**src/rtl/dmem_pkg.sv**
```systemverilog
// Shared definitions for the handshaked data memory: access-size encodings,
// controller state type and the byte-enable / alignment helpers.
package dmem_pkg;

  localparam logic [1:0] SZ_BYTE  = 2'b00;
  localparam logic [1:0] SZ_HALF  = 2'b01;
  localparam logic [1:0] SZ_WORD  = 2'b10;
  localparam logic [1:0] SZ_DWORD = 2'b11;

  typedef enum logic [1:0] {
    ST_IDLE = 2'd0,
    ST_WAIT = 2'd1,
    ST_RESP = 2'd2
  } dmem_state_e;

  // Byte-enable for an access of the given size starting at lane offset off.
  function automatic logic [7:0] byte_enable(input logic [1:0] size,
                                             input logic [2:0] off);
    logic [7:0] base;
    case (size)
      SZ_BYTE: base = 8'h01;
      SZ_HALF: base = 8'h03;
      SZ_WORD: base = 8'h0F;
      default: base = 8'hFF;
    endcase
    return base << off;
  endfunction

  // Misaligned access, or a doubleword on a 32-bit memory.
  function automatic logic access_fault(input logic [1:0] size,
                                        input logic [2:0] off,
                                        input logic       is64);
    case (size)
      SZ_BYTE: return 1'b0;
      SZ_HALF: return off[0];
      SZ_WORD: return off[1:0] != 2'b00;
      default: return !is64 || (off != 3'b000);
    endcase
  endfunction

endpackage

```
**src/rtl/data_memory_ctrl_if.sv**
```systemverilog
// Request/response bus between the load/store stage (master) and the data
// memory (slave).
interface data_memory_ctrl_if #(
  parameter int DATA_WIDTH = 32,
  parameter int ADDR_WIDTH = 32
);
  logic                  req_valid;
  logic                  req_ready;
  logic                  req_write;
  logic [1:0]            req_size;
  logic                  req_unsigned;
  logic [ADDR_WIDTH-1:0] req_addr;
  logic [DATA_WIDTH-1:0] req_wdata;
  logic                  resp_valid;
  logic                  resp_ready;
  logic [DATA_WIDTH-1:0] resp_rdata;
  logic                  resp_fault;

  modport master (
    output req_valid, req_write, req_size, req_unsigned, req_addr, req_wdata,
    output resp_ready,
    input  req_ready, resp_valid, resp_rdata, resp_fault
  );

  modport slave (
    input  req_valid, req_write, req_size, req_unsigned, req_addr, req_wdata,
    input  resp_ready,
    output req_ready, resp_valid, resp_rdata, resp_fault
  );
endinterface

```
**src/rtl/dmem_lane_align.sv**
```systemverilog
// Combinational lane steering: shifts store data up to the lane offset and
// extracts / extends load data down from it.
module dmem_lane_align #(
  parameter int DATA_WIDTH = 32,
  parameter int OFF        = 2
) (
  input  logic [1:0]            size,
  input  logic                  is_unsigned,
  input  logic [OFF-1:0]        off,
  input  logic [DATA_WIDTH-1:0] wdata,
  input  logic [DATA_WIDTH-1:0] rword,
  output logic [DATA_WIDTH-1:0] wdata_sh,
  output logic [DATA_WIDTH-1:0] rdata_ext
);
  import dmem_pkg::*;

  logic [DATA_WIDTH-1:0] shifted;
  logic [DATA_WIDTH-1:0] keep;
  logic                  sign;

  // Shift store data to its lanes; right-align and extend load data.
  always_comb begin
    wdata_sh = wdata << {off, 3'b000};
    shifted  = rword >> {off, 3'b000};
    case (size)
      SZ_BYTE: begin keep = DATA_WIDTH'(8'hFF);         sign = shifted[7];  end
      SZ_HALF: begin keep = DATA_WIDTH'(16'hFFFF);      sign = shifted[15]; end
      SZ_WORD: begin keep = DATA_WIDTH'(32'hFFFF_FFFF); sign = shifted[31]; end
      default: begin keep = '1;                         sign = 1'b0;        end
    endcase
    sign      = sign & ~is_unsigned;
    rdata_ext = (shifted & keep) | (sign ? ~keep : '0);
  end

endmodule

```
**src/rtl/data_memory_ctrl.sv**
```systemverilog
// Handshaked byte-addressed data memory with sized, extending loads,
// alignment-fault detection and configurable response latency.
// Optional per-byte even parity: define DMEM_PARITY_EN.
module data_memory_ctrl #(
  parameter int DATA_WIDTH   = 32,
  parameter int DEPTH        = 16,
  parameter int ADDR_WIDTH   = 32,
  parameter int READ_LATENCY = 1
) (
  input  logic               clock,
  input  logic               reset_n,
`ifdef DMEM_PARITY_EN
  input  logic               inj_parity_err,
`endif
  data_memory_ctrl_if.slave  bus
);
  import dmem_pkg::*;

  localparam int BYTES = DATA_WIDTH / 8;
  localparam int OFF   = $clog2(BYTES);
  localparam int IDXW  = $clog2(DEPTH);
  localparam int CW    = (READ_LATENCY > 2) ? $clog2(READ_LATENCY) : 1;
  localparam logic [CW-1:0] CNT_INIT = CW'((READ_LATENCY > 1) ? READ_LATENCY - 2 : 0);

  logic [DATA_WIDTH-1:0] mem [DEPTH];

  dmem_state_e           state;
  logic [CW-1:0]         cnt;
  logic [DATA_WIDTH-1:0] rdata_q;
  logic                  fault_q;

  logic [IDXW-1:0]       idx;
  logic [OFF-1:0]        off;
  logic [2:0]            off3;
  logic [7:0]            be_full;
  logic [BYTES-1:0]      be;
  logic                  align_fault;
  logic                  accept;
  logic                  do_store;
  logic [DATA_WIDTH-1:0] rword;
  logic [DATA_WIDTH-1:0] wdata_sh;
  logic [DATA_WIDTH-1:0] rdata_ext;
  logic                  par_err;
  logic                  unused_bits;

  // Decode address, lanes and fault condition of the presented request.
  always_comb begin
    idx         = bus.req_addr[OFF+IDXW-1:OFF];
    off         = bus.req_addr[OFF-1:0];
    off3        = '0;
    off3[OFF-1:0] = off;
    be_full     = byte_enable(bus.req_size, off3);
    be          = be_full[BYTES-1:0];
    align_fault = access_fault(bus.req_size, off3, DATA_WIDTH == 64);
    accept      = bus.req_valid && (state == ST_IDLE);
    do_store    = accept && bus.req_write && !align_fault;
    rword       = mem[idx];
  end

  assign unused_bits = ^{bus.req_addr[ADDR_WIDTH-1:OFF+IDXW], be_full};

  dmem_lane_align #(
    .DATA_WIDTH (DATA_WIDTH),
    .OFF        (OFF)
  ) u_align (
    .size        (bus.req_size),
    .is_unsigned (bus.req_unsigned),
    .off         (off),
    .wdata       (bus.req_wdata),
    .rword       (rword),
    .wdata_sh    (wdata_sh),
    .rdata_ext   (rdata_ext)
  );

  // Storage: cleared on reset, active lanes written on the accept edge.
  always_ff @(posedge clock or negedge reset_n) begin
    if (!reset_n) begin
      for (int unsigned w = 0; w < DEPTH; w++) mem[w] <= '0;
    end else if (do_store) begin
      for (int unsigned b = 0; b < BYTES; b++)
        if (be[b]) mem[idx][8*b +: 8] <= wdata_sh[8*b +: 8];
    end
  end

`ifdef DMEM_PARITY_EN
  logic [BYTES-1:0] par [DEPTH];
  logic [BYTES-1:0] rpar_calc;
  logic [BYTES-1:0] wpar_calc;

  // Recompute lane parity of the addressed word and of the new store data.
  always_comb begin
    for (int unsigned b = 0; b < BYTES; b++) begin
      rpar_calc[b] = ^rword[8*b +: 8];
      wpar_calc[b] = ^wdata_sh[8*b +: 8];
    end
    par_err = |(be & (par[idx] ^ rpar_calc));
  end

  // Parity storage tracks the data lanes; injection flips written lanes.
  always_ff @(posedge clock or negedge reset_n) begin
    if (!reset_n) begin
      for (int unsigned w = 0; w < DEPTH; w++) par[w] <= '0;
    end else if (do_store) begin
      for (int unsigned b = 0; b < BYTES; b++)
        if (be[b]) par[idx][b] <= wpar_calc[b] ^ inj_parity_err;
    end
  end
`else
  assign par_err = 1'b0;
`endif

  // Controller: accept, optional latency wait, hold response until taken.
  always_ff @(posedge clock or negedge reset_n) begin
    if (!reset_n) begin
      state   <= ST_IDLE;
      cnt     <= '0;
      rdata_q <= '0;
      fault_q <= 1'b0;
    end else begin
      case (state)
        ST_IDLE: begin
          if (accept) begin
            fault_q <= align_fault || (!bus.req_write && par_err);
            rdata_q <= (align_fault || bus.req_write) ? '0 : rdata_ext;
            cnt     <= CNT_INIT;
            state   <= (READ_LATENCY == 1) ? ST_RESP : ST_WAIT;
          end
        end
        ST_WAIT: begin
          if (cnt == '0) state <= ST_RESP;
          else           cnt   <= cnt - 1'b1;
        end
        ST_RESP: begin
          if (bus.resp_ready) state <= ST_IDLE;
        end
        default: state <= ST_IDLE;
      endcase
    end
  end

  assign bus.req_ready  = (state == ST_IDLE);
  assign bus.resp_valid = (state == ST_RESP);
  assign bus.resp_rdata = rdata_q;
  assign bus.resp_fault = fault_q;

endmodule

```
**src/flat_wrapper.sv**
```systemverilog
// flat-port wrapper written by rule: the top's interface ports become plain ports
module data_memory_ctrl_flat import dmem_pkg::*;
#(
  parameter int DATA_WIDTH   = 32,
  parameter int DEPTH        = 16,
  parameter int ADDR_WIDTH   = 32,
  parameter int READ_LATENCY = 1
)
  (clock, reset_n, bus_req_valid, bus_req_write, bus_req_size, bus_req_unsigned, bus_req_addr, bus_req_wdata, bus_resp_ready, bus_req_ready, bus_resp_valid, bus_resp_rdata, bus_resp_fault);
  data_memory_ctrl_if #(.DATA_WIDTH(DATA_WIDTH), .ADDR_WIDTH(ADDR_WIDTH)) bus_i ();
  input  logic clock;
  input  logic reset_n;
  input wire logic [$bits(bus_i.req_valid)-1:0] bus_req_valid;
  input wire logic [$bits(bus_i.req_write)-1:0] bus_req_write;
  input wire logic [$bits(bus_i.req_size)-1:0] bus_req_size;
  input wire logic [$bits(bus_i.req_unsigned)-1:0] bus_req_unsigned;
  input wire logic [$bits(bus_i.req_addr)-1:0] bus_req_addr;
  input wire logic [$bits(bus_i.req_wdata)-1:0] bus_req_wdata;
  input wire logic [$bits(bus_i.resp_ready)-1:0] bus_resp_ready;
  output wire logic [$bits(bus_i.req_ready)-1:0] bus_req_ready;
  output wire logic [$bits(bus_i.resp_valid)-1:0] bus_resp_valid;
  output wire logic [$bits(bus_i.resp_rdata)-1:0] bus_resp_rdata;
  output wire logic [$bits(bus_i.resp_fault)-1:0] bus_resp_fault;
  assign bus_i.req_valid = bus_req_valid;
  assign bus_i.req_write = bus_req_write;
  assign bus_i.req_size = bus_req_size;
  assign bus_i.req_unsigned = bus_req_unsigned;
  assign bus_i.req_addr = bus_req_addr;
  assign bus_i.req_wdata = bus_req_wdata;
  assign bus_i.resp_ready = bus_resp_ready;
  assign bus_req_ready = bus_i.req_ready;
  assign bus_resp_valid = bus_i.resp_valid;
  assign bus_resp_rdata = bus_i.resp_rdata;
  assign bus_resp_fault = bus_i.resp_fault;
  data_memory_ctrl #(.DATA_WIDTH(DATA_WIDTH), .DEPTH(DEPTH), .ADDR_WIDTH(ADDR_WIDTH), .READ_LATENCY(READ_LATENCY)) u_core (.clock(clock), .reset_n(reset_n), .bus(bus_i));
endmodule
```
**config.mk**
```make
export PLATFORM = sky130hd
export DESIGN_NAME = data_memory_ctrl_flat
export DESIGN_NICKNAME = d
export VERILOG_FILES = /design/src/rtl/dmem_pkg.sv /design/src/rtl/data_memory_ctrl_if.sv /design/src/rtl/dmem_lane_align.sv /design/src/rtl/data_memory_ctrl.sv /design/src/flat_wrapper.sv
export SDC_FILE = /design/constraint.sdc
export NUM_CORES = 1
export LEC_CHECK = 0
export BUFFER_PORTS_ARGS = -buffer_cell sky130_fd_sc_hd__buf_2
export CAP_MARGIN = 15
export CORE_UTILIZATION = 59
export CTS_CLUSTER_DIAMETER = 40
export DETAILED_ROUTE_END_ITERATION = 16
export PLACE_DENSITY = 0.77
export SETUP_SLACK_MARGIN = 0.05
export SKIP_LAST_GASP = 1
export SLEW_MARGIN = 20
export SYNTH_ARGS = -nofsm -noshare
export SYNTH_HDL_FRONTEND = slang
export SYNTH_HIERARCHICAL = 1
export SYNTH_SLANG_ARGS = --single-unit
```
**constraint.sdc**
```tcl
create_clock -name clock -period 3.5 [get_ports clock]
set_input_delay 0.175 -clock clock [delete_from_list [all_inputs] [get_ports clock]]
set_output_delay 0.175 -clock clock [all_outputs]
set_load 0.02 [all_outputs]
```
# == Word-level counts from Yosys, hierarchy flattened ==
# Cells that the tools add are included.
# classes
add_sub_neg,1
magnitude_cmp,2
n_eq_ne,7
shifts,3
n_mux,35
n_bitwise,6
n_reduce_logical,13
# ops
cell,count
$mux 512,7
$bwmux 512,4
$demux 32 s4,4
$mux 32,5
$bmux 32 s4,1
$pmux 32 s2,1
$and 32x32->32,1
$not 32->32,1
$or 32x32->32,1
$shl 32x5->32,1
$shr 32x5->32,1
$mux 24,1
$pmux 8 s3,1
$mux 16,1
$mux 8,1
$shl 8x2->4,1
$mux 2,3
$pmux 1 s3,2
$pmux 2 s3,1
$ge 5x5->1 const B,1
$lt 5x1->1 const B,1
$not 4->5,1
$eq 2x1->1 const B,2
$eq 2x2->1 const B,2
14 further kinds,22
# word_totals
reg_bits,548
out_inout_bits,35

# == Depth between registers and ports, before layout ==
# Gate-level depths: netlist of the first run.
# logic_depth
ltp_word,16
depth_mapped,11
mapped_depth_nobuf,7

# == Modules after synthesis ==
# Netlist of the first run, hierarchy kept.
# by_module_without_submodules
module,instances,cells_each,area_per_inst_um2
data_memory_ctrl,1,1517,24648.6
dmem_lane_align,1,190,1266.2

# == Worst setup path after synthesis of the first run ==
# OpenSTA, ideal clock, no wires.
# synth_timing
kind,input port to flip-flop
from,input port bus_req_addr[2]
to,"register u_core.rdata_q[22], in the netlist u_core/bus.resp_rdata[22]"
t_arrival_ns,2.808
t_required_ns,3.379
slack_ns,0.571
path_stages,11
cell_sequence,buf_2 -> buf_2 -> buf_2 -> mux4_2 -> a22oi_1 -> nand2_1 -> mux4_2 -> nor2_4 -> buf_6 -> o32ai_1 -> a22o_1
# synth_between
elab_chain_cells,10
elab_cells_between_ends,11
cone_classes,shift: 1; mux: 6; bitwise: 4
# synth_rtl
element,line,text
from (decl),flat_wrapper.sv:17,input wire logic [$bits(bus_i.req_addr)-1:0] bus_req_addr;
$not 4->5 (not written as such),data_memory_ctrl.sv:57,rword = mem[idx];
$bmux 32 s4,data_memory_ctrl.sv:57,
$mux 32 (not written as such) (2 in a row),data_memory_ctrl.sv:57,
via u_core.rword[23],data_memory_ctrl.sv:40,logic [DATA_WIDTH-1:0] rword;
$shr 32x5->32,dmem_lane_align.sv:24,"shifted = rword >> {off, 3'b000};"
$pmux 1 s3,dmem_lane_align.sv:25,case (size)
$and 1x1->1,dmem_lane_align.sv:31,sign = sign & ~is_unsigned;
$mux 32,dmem_lane_align.sv:32,rdata_ext = (shifted & keep) | (sign ? ~keep : '0);
$or 32x32->32,dmem_lane_align.sv:32,
via u_core.rdata_ext[22],data_memory_ctrl.sv:42,logic [DATA_WIDTH-1:0] rdata_ext;
$mux 32,data_memory_ctrl.sv:124,rdata_q <= (align_fault || bus.req_write) ? '0 : rdata_ext;
to (signal assigned),data_memory_ctrl.sv:124,
to (decl),data_memory_ctrl.sv:29,logic [DATA_WIDTH-1:0] rdata_q;
# The timed path passes the listed nets, and every way through them passes these cells. The select of a mux whose other input is x is not followed.
# A chain may end at the register's enable or synchronous reset.

# == Final worst setup path of the first run ==
# layout_timing
from,register u_core/mem[287] in the netlist's numbering
to,"register u_core.rdata_q[16], in the netlist u_core/bus.resp_rdata[16]"
# layout_between
elab_chain_cells,9
# layout_rtl
element,line,text
from (decl),data_memory_ctrl.sv:25,logic [DATA_WIDTH-1:0] mem [DEPTH];
"from (signal, indexed assignment)",data_memory_ctrl.sv:81,if (be[b]) mem[idx][8*b +: 8] <= wdata_sh[8*b +: 8];
$bmux 32 s4,data_memory_ctrl.sv:57,
$mux 32 (not written as such) (2 in a row),data_memory_ctrl.sv:57,
via u_core.rword[31],data_memory_ctrl.sv:40,
$shr 32x5->32,dmem_lane_align.sv:24,
$pmux 1 s3,dmem_lane_align.sv:25,
$and 1x1->1,dmem_lane_align.sv:31,
$mux 32,dmem_lane_align.sv:32,
$or 32x32->32,dmem_lane_align.sv:32,
via u_core.rdata_ext[16],data_memory_ctrl.sv:42,
$mux 32,data_memory_ctrl.sv:124,
# The timed path passes the listed nets, and every way through them passes these cells. The select of a mux whose other input is x is not followed.

==> impl_metrics.csv, run 1 <==
group,metric,value,unit
floorplan,core,43200,um^2
global_routing,grt_pass1_vias,17000,
power_and_ir_drop,irDropWorstVdd,0.000386,V
clock_tree,cts_buffers,80,
worst_hold_path,min_path_type,"in2reg",
clock_tree,cts_tree,"done",
clock_tree,insertion_delay,0.62,ns
synth,synth_area,25900,um^2
global_routing,grt_max_degree,89,
drt,wl,63000,um
worst_hold_path,min_to,"u_core/bus.resp_fault",
placed_design,dp_hpwl,41600,um
critical_path,cp-end-kind,"flop",
global_routing,grt_usage,29.6,%
sta,rsz0062_at_grt,"no",
synth,syn-num-nets,1779,
synth,synthCells,1707,
clock_tree,clock_path_buffers,3,
placed_design,globalplace.congestion,0.881,
drt,drt_first_pass_iters,5,
status,outcome,"completed",
critical_path,cp_max_fo,16,
worst_hold_path,min-delay-start,"bus_req_valid",
synth,synth.avg_cell_area,15.2,um^2
clock_tree,clkSlewWorstSetupHoldPaths,0.05,ns
drt,vias_per_cell,6.41,
sta,worstMarginPinSlew,1.09,ns
power_and_ir_drop,power-per-cell-area,545,nW/um^2
sta,fin_tns_setup,0,ns
clock_tree,holdBufCountCts,2,
drt,drc,0,
sta,finalHoldViolCount,0,
placed_design,dp.cells,2320,
drt,avgRoutedWirePerCell,25.5,um
sta,relSlewSlack,26.5,%
sta,fin_crit,2.89,ns
power_and_ir_drop,p_leak,14.4,nW
layout,layout.nets,1891,
drt,num_vias,15800,
layout,antenna_cells,0,
layout,post-route-util,69.3,%
drt,ant_nets,0,
clock_tree,cts-resized-gates,0,
floorplan,rows,76,
sta,max_freq,346,MHz
critical_path,critical_path_class,"reg2reg",
floorplan,io_pins,107,
clock_tree,cts_sinks,546,
layout,drive_above_1_share,54.1,%
layout,finalNonFillerCells,2469,
clock_tree,clockRootBuffer,"clkbuf_16",
floorplan,die_x,212,um
layout,final_cell_mix,"546 x dfrtp_1, 498 x mux2_2, 129 x mux4_2, 82 x clkbuf_16, 77 x buf_2",
layout,layout_commonest_cell,"dfrtp_1",
synth,yosys_register_bits,546,
floorplan,die_area,44800,um^2
global_routing,grt_pass1_wl,99000,um
sta,setup_viol,0,
critical_path,r2r-start,"u_core/mem[287]",
critical_path,arrival,3.39,ns
sta,fin_skew,0.0256,ns
critical_path,r2r_end,"u_core/bus.resp_rdata[16]",
global_routing,grt_overflow,0,
worst_hold_path,min_delay_path_depth,3,
clock_tree,post-cts-setup-buffers,0,
floorplan,start_util,60.0,%
sta,post-route-period-util,82.6,%
layout,syn_to_final_growth,15.4,%
global_routing,antenna_found_initial,0,
critical_path,reg2regPathDepth,7,
critical_path,crit_required,4.00,ns
sta,slew_violations,0,
synth,yosysWarnings,6,
drt,drtIter0Drc,1432,
synth,synth_cell_types,49,
critical_path,critPathLaunchType,"flop",
synth,synth-seq-area-share,52.7,%
placed_design,port_buffers,80,
critical_path,r2r_slack,0.61,ns
power_and_ir_drop,total_power,16.3,mW
clock_tree,h-tree-depth,3,
run,cap_violations,0,
floorplan,die_h,212,um
-- worst max path at each step --
stage                          from                   endpoint  cells after the start
CTS                 u_core/mem[287]  u_core/bus.resp_rdata[16]                      7
global placement    bus_req_addr[2]  u_core/bus.resp_rdata[16]                      8
finish              u_core/mem[287]  u_core/bus.resp_rdata[16]                      7
global route        u_core/mem[287]  u_core/bus.resp_rdata[23]                      7
floorplan           bus_req_addr[2]  u_core/bus.resp_rdata[22]                     11
detailed placement  bus_req_addr[2]  u_core/bus.resp_rdata[16]                      8
-- critical path: stages (launching register included) --
cell and delay, ns:
dfrtp_1 0.38, mux4_2 0.46, a22oi_1 0.28, nand2_1 0.25
mux2_4 0.34, a221oi_4 0.62, o32ai_1 0.22, a22o_1 0.22
-- area by class of cell --
class                      instances  area, um^2
clock buffer                      97        2160
multi-input combinational       1043       11800
clock inverter                    50         614
fill                            2937       13300
sequential                       546       13700
timing repair buffer             144         962
tap                              585         732
inverter                           4        15.0
-- routing by layer --
layer | up-vias | wire length [um] | GRT usage, % | part of all wire, %
met2 | 544 | 31000 | 48.3 | 49
met3 | 137 | 4050 | 5.56 | 6.4
met5 | - | 0 | 0 | 0
met4 | 0 | 2040 | 10.1 | 3.2
li1 | 6742 | - | - | -
met1 | 8404 | 26000 | 40.1 | 41
-- metrics by stage --
| step | worst slack, ns | hold WS (ns) | instance area (um^2) |
|---|---|---|---|
| floorplan | 0.571 | -0.121 | 25900 |
| global placement | 0.336 | 0.225 | 27100 |
| detailed placement | 0.299 | 0.237 | 27100 |
| CTS | 0.664 | 0.0534 | 29900 |
| global route | 0.462 | 0.0735 | 29900 |
| finish | 0.607 | 0.0677 | 29900 |
-- power breakdown --
group / switching (mW) / internal [mW]
logic: 0.789 / 0.547
clock network: 3.12 / 5.09
registers: 0.152 / 6.61
total: 4.06 / 12.2
-- cells by family after synthesis --
| kind of cell | synth area share [%] |
|---|---|
| mux | 35.1 |
| flops | 52.7 |
| simple gates | 5.04 |
| compound gates | 5.06 |
| buf+inv | 2.04 |
-- Yosys cell counts, drive strengths merged --
library cell / instances / area (um^2)
o21ai: 21 / 139
or3: 1 / 7.51
and4b: 1 / 10.0
dfrtp: 546 / 13700
o31ai: 8 / 60.1
nand2b: 4 / 25.0
or2: 3 / 18.8
o211ai: 1 / 21.3
o32ai: 8 / 70.1
nor3: 38 / 502
a221oi: 1 / 26.3
clkbuf: 70 / 263
a211oi: 8 / 60.1
nor3b: 1 / 7.51
o21a: 2 / 15.0
and2: 9 / 56.3
mux4: 129 / 2910
inv: 3 / 11.3
mux2i: 31 / 310
a21boi: 4 / 30.0
nor2b: 12 / 75.1
mux2: 520 / 5890
o22ai: 1 / 6.26
clkinv: 1 / 3.75
a22oi: 65 / 488
a22o: 32 / 280
a21o: 1 / 8.76
and4bb: 2 / 25.0
buf: 44 / 251
a31oi: 7 / 43.8
nor2: 16 / 77.6
a21oi: 11 / 62.6
nor4b: 1 / 15.0
nand2: 103 / 469
or3b: 2 / 17.5
-- flip-flops by register name, indices dropped and copies added (netlist names) --
signal                 cells
u_core/bus.resp_rdata     32
u_core/bus.resp_fault      1
u_core/mem               512
u_core/state               1
No activity file was read; power rests on OpenSTA's default activity.
==> run 2, diff against run 1 <==
Settings changed: ABC_AREA from default to 1, PLACE_DENSITY 0.77 to 0.76.
Clock period 3.5 ns to 2.9 ns, I/O delays scaled along.
==> impl_metrics.csv, run 2 <==
group,metric,value,unit
status,outcome,"completed",
sta,post-route-period-util,77.3,%
power_and_ir_drop,pwr-share-clk,51.2,%
critical_path,reg2regPathDepth,18,
drt,drc,0,
drt,drtIter0Drc,3332,
synth,synthFlopType,"dfrtp_1",
synth,synth-async-reset-ratio,100,%
synth,synth_cell_types,28,
layout,largest_register_ffs,512,
run,cap_violations,0,
critical_path,r2r_slack,0.66,ns
critical_path,slowest_delay,0.34,ns
synth,synth_area,30400,um^2
clock_tree,clockRootBuffer,"clkbuf_16",
synth,synth_edf_count,0,
floorplan,die_h,229,um
critical_path,crit_required,3.46,ns
global_routing,antenna_found_initial,0,
drt,drt_first_pass_iters,8,
sta,max_freq,446,MHz
power_and_ir_drop,switching_share,27.1,%
sta,holdWs,0.0458,ns
clock_tree,cts-resized-gates,0,
clock_tree,cts_tree,"done",
global_routing,grt_overflow,0,
synth,yosysWarnings,6,
floorplan,io_pins,107,
layout,drive_above_1_share,11.1,%
critical_path,cp_max_fo,8,
floorplan,die_area,52400,um^2
synth,synthTopCellsByCount,"2453 x nand2_1, 546 x dfrtp_1, 465 x nand4_1",
drt,vias_per_cell,5.88,
layout,final_cell_mix,"2452 x nand2_1, 546 x dfrtp_1, 465 x nand4_1, 136 x buf_4, 121 x inv_1",
floorplan,core,50500,um^2
critical_path,r2r_end,"u_core/bus.resp_rdata[14]",
clock_tree,clkSlewWorstSetupHoldPaths,0.06,ns
power_and_ir_drop,pwr-share-comb,10.1,%
drt,num_vias,29800,
critical_path,cp-end-kind,"flop",
clock_tree,insertion_delay,0.64,ns
critical_path,arrival,2.80,ns
power_and_ir_drop,power_switching,5.59,mW
synth,synth_most_common_cell,"nand2_1",
placed_design,port_buffers,80,
floorplan,start_util,60.2,%
power_and_ir_drop,seqPwrFrac,38.7,%
power_and_ir_drop,p_leak,19.0,nW
sta,setup_viol,0,
synth,synth.avg_cell_area,7.01,um^2
clock_tree,post-cts-setup-buffers,0,
layout,antenna_cells,0,
sta,slew_violations,0,
critical_path,cp_common_cell,"nand2_1",
synth,synth-seq-area-share,45.0,%
power_and_ir_drop,irDropWorstVdd,0.000531,V
synth,yosysTopAreaCellShare,45.0,%
sta,worstMarginPinSlew,0.970,ns
critical_path,cp-endpoint,"u_core/bus.resp_rdata[14]",
worst_hold_path,min_path_type,"in2reg",
layout,syn_to_final_growth,14.5,%
global_routing,grt_max_degree,85,
synth,yosys_register_bits,546,
clock_tree,holdBufCountCts,4,
clock_tree,clock_path_buffers,3,
drt,ant_nets,0,
synth,syn-num-nets,4409,
layout,fillers,4266,
critical_path,crit_path_top_delay_cell,"dfrtp_1",
synth,synthCells,4337,
power_and_ir_drop,power-per-cell-area,594,nW/um^2
layout,regMostFlops,"u_core/mem",
drt,avgRoutedWirePerCell,18.9,um
layout,layout_commonest_cell,"nand2_1",
placed_design,globalplace.congestion,0.925,
synth,synth_area_leaders,"dfrtp_1 45%, nand2_1 30%, nand4_1 9.6%",
clock_tree,cts_buffers,83,
sta,fin_crit,2.24,ns
drt,wl,95600,um
sta,finalHoldViolCount,0,
power_and_ir_drop,p_int,15.1,mW
sta,fin_skew,0.0208,ns
layout,layout.nets,4394,
global_routing,grt_usage,36.7,%
clock_tree,cts_sinks,546,
floorplan,rows,82,
critical_path,cp-startpoint,"u_core/mem[95]",
sta,relSlewSlack,35.1,%
placed_design,dp_hpwl,60500,um
critical_path,r2r-start,"u_core/mem[95]",
sta,rsz0062_at_grt,"no",
critical_path,path_cells,"nand2_1, nand2_1, nand2_1, nand2_1, nand2_1, nand2_1, inv_1, nand2_1, inv_1, nor2_1, nand2_1, nand2_1, nand2_1, nand3_2, nand3_1, nand2_1, nand3_1, nand2_1",
sta,fin_tns_setup,0,ns
global_routing,grt_pass1_wl,153000,um
worst_hold_path,min-delay-start,"bus_req_addr[1]",
synth,synth_largest_area_cell,"dfrtp_1",
critical_path,critical_path_class,"reg2reg",
global_routing,grt_pass1_vias,27800,
clock_tree,h-tree-depth,3,
floorplan,die_x,229,um
critical_path,critPathLaunchType,"flop",
## run 2: changes by cell type in the layout (fill, tap and decap cells not counted), moves of 48 or more
cell     delta
nand2_1  +2383
nand4_1   +465
o21ai_1    +61
a22oi_1    -56
inv_1     +118
nor2_1     +48
buf_4      +78
o21ai_0    +78
mux2_2    -498
mux4_2    -129
## run 2: power groups by stage
| stage | Clock (mW) | Combinational (mW) | Sequential (mW) |
|---|---|---|---|
| floorplan | 0 | 1.15 | 8.12 |
| global placement | 0 | 2.00 | 8.12 |
| detailed placement | 0 | 2.02 | 8.13 |
| CTS | 10.7 | 2.04 | 8.00 |
| global route | 11.0 | 2.25 | 8.03 |
| finish | 10.6 | 2.09 | 8.00 |
## run 2: routing by layer
metal	share of wire, %	global-route usage, %	routed length [um]
met4	5.5	20.3	5250
met3	9.4	7.05	8970
met5	0	0	0
met2	45	55.8	42800
met1	40	49.6	38600
## run 2: final cells by class
type	count	area (um^2)	area share, %
sequential	546	13700	39.3
tap	672	841	2.42
clock buffer	102	2330	6.70
timing repair buffer	254	2180	6.25
clock inverter	47	627	1.80
multi-input combinational	3302	14600	42.1
inverter	135	517	1.49
## run 2: kinds of logic after synthesis
family | count (synthesis) | share of synthesized area (%)
AO/OA/AOI/OAI | 208 | 3.67
flip-flops | 546 | 45.0
AND/OR/NAND/NOR | 3086 | 44.2
buffers and inverters | 489 | 6.93
multiplexers | 8 | 0.264
## run 2: through the flow
stage | utilization, % | power [mW] | setup WS [ns] | cells | cell area, um^2
5_1_grt | 68.9 | 21.3 | 0.437 | 5058 | 34800
2_1_floorplan | - | 9.27 | 0.675 | 4337 | 30400
3_5_place_dp | 63.0 | 10.1 | 0.289 | 4905 | 31800
3_3_place_gp | 63.0 | 10.1 | 0.360 | 4905 | 31800
6_report | 68.9 | 20.7 | 0.659 | 5058 | 34800
4_1_cts | 68.9 | 20.7 | 0.741 | 5058 | 34800
## run 2: worst max-delay path, delay by kind of cell (launching register included)
family	cells	cell delay (ns)
flops	1	0.34
buf+inv	2	0.10
simple gates	16	1.73
## run 2: worst min path at each step
stage,to,slack (ns),cells after the start
2_1_floorplan,u_core/bus.resp_fault,-0.15,0
3_3_place_gp,u_core/mem[348],0.18,1
3_5_place_dp,u_core/mem[348],0.18,1
4_1_cts,u_core/bus.resp_rdata[0],0.03,4
5_1_grt,u_core/bus.resp_rdata[1],0.07,4
6_report,u_core/bus.resp_rdata[0],0.05,4
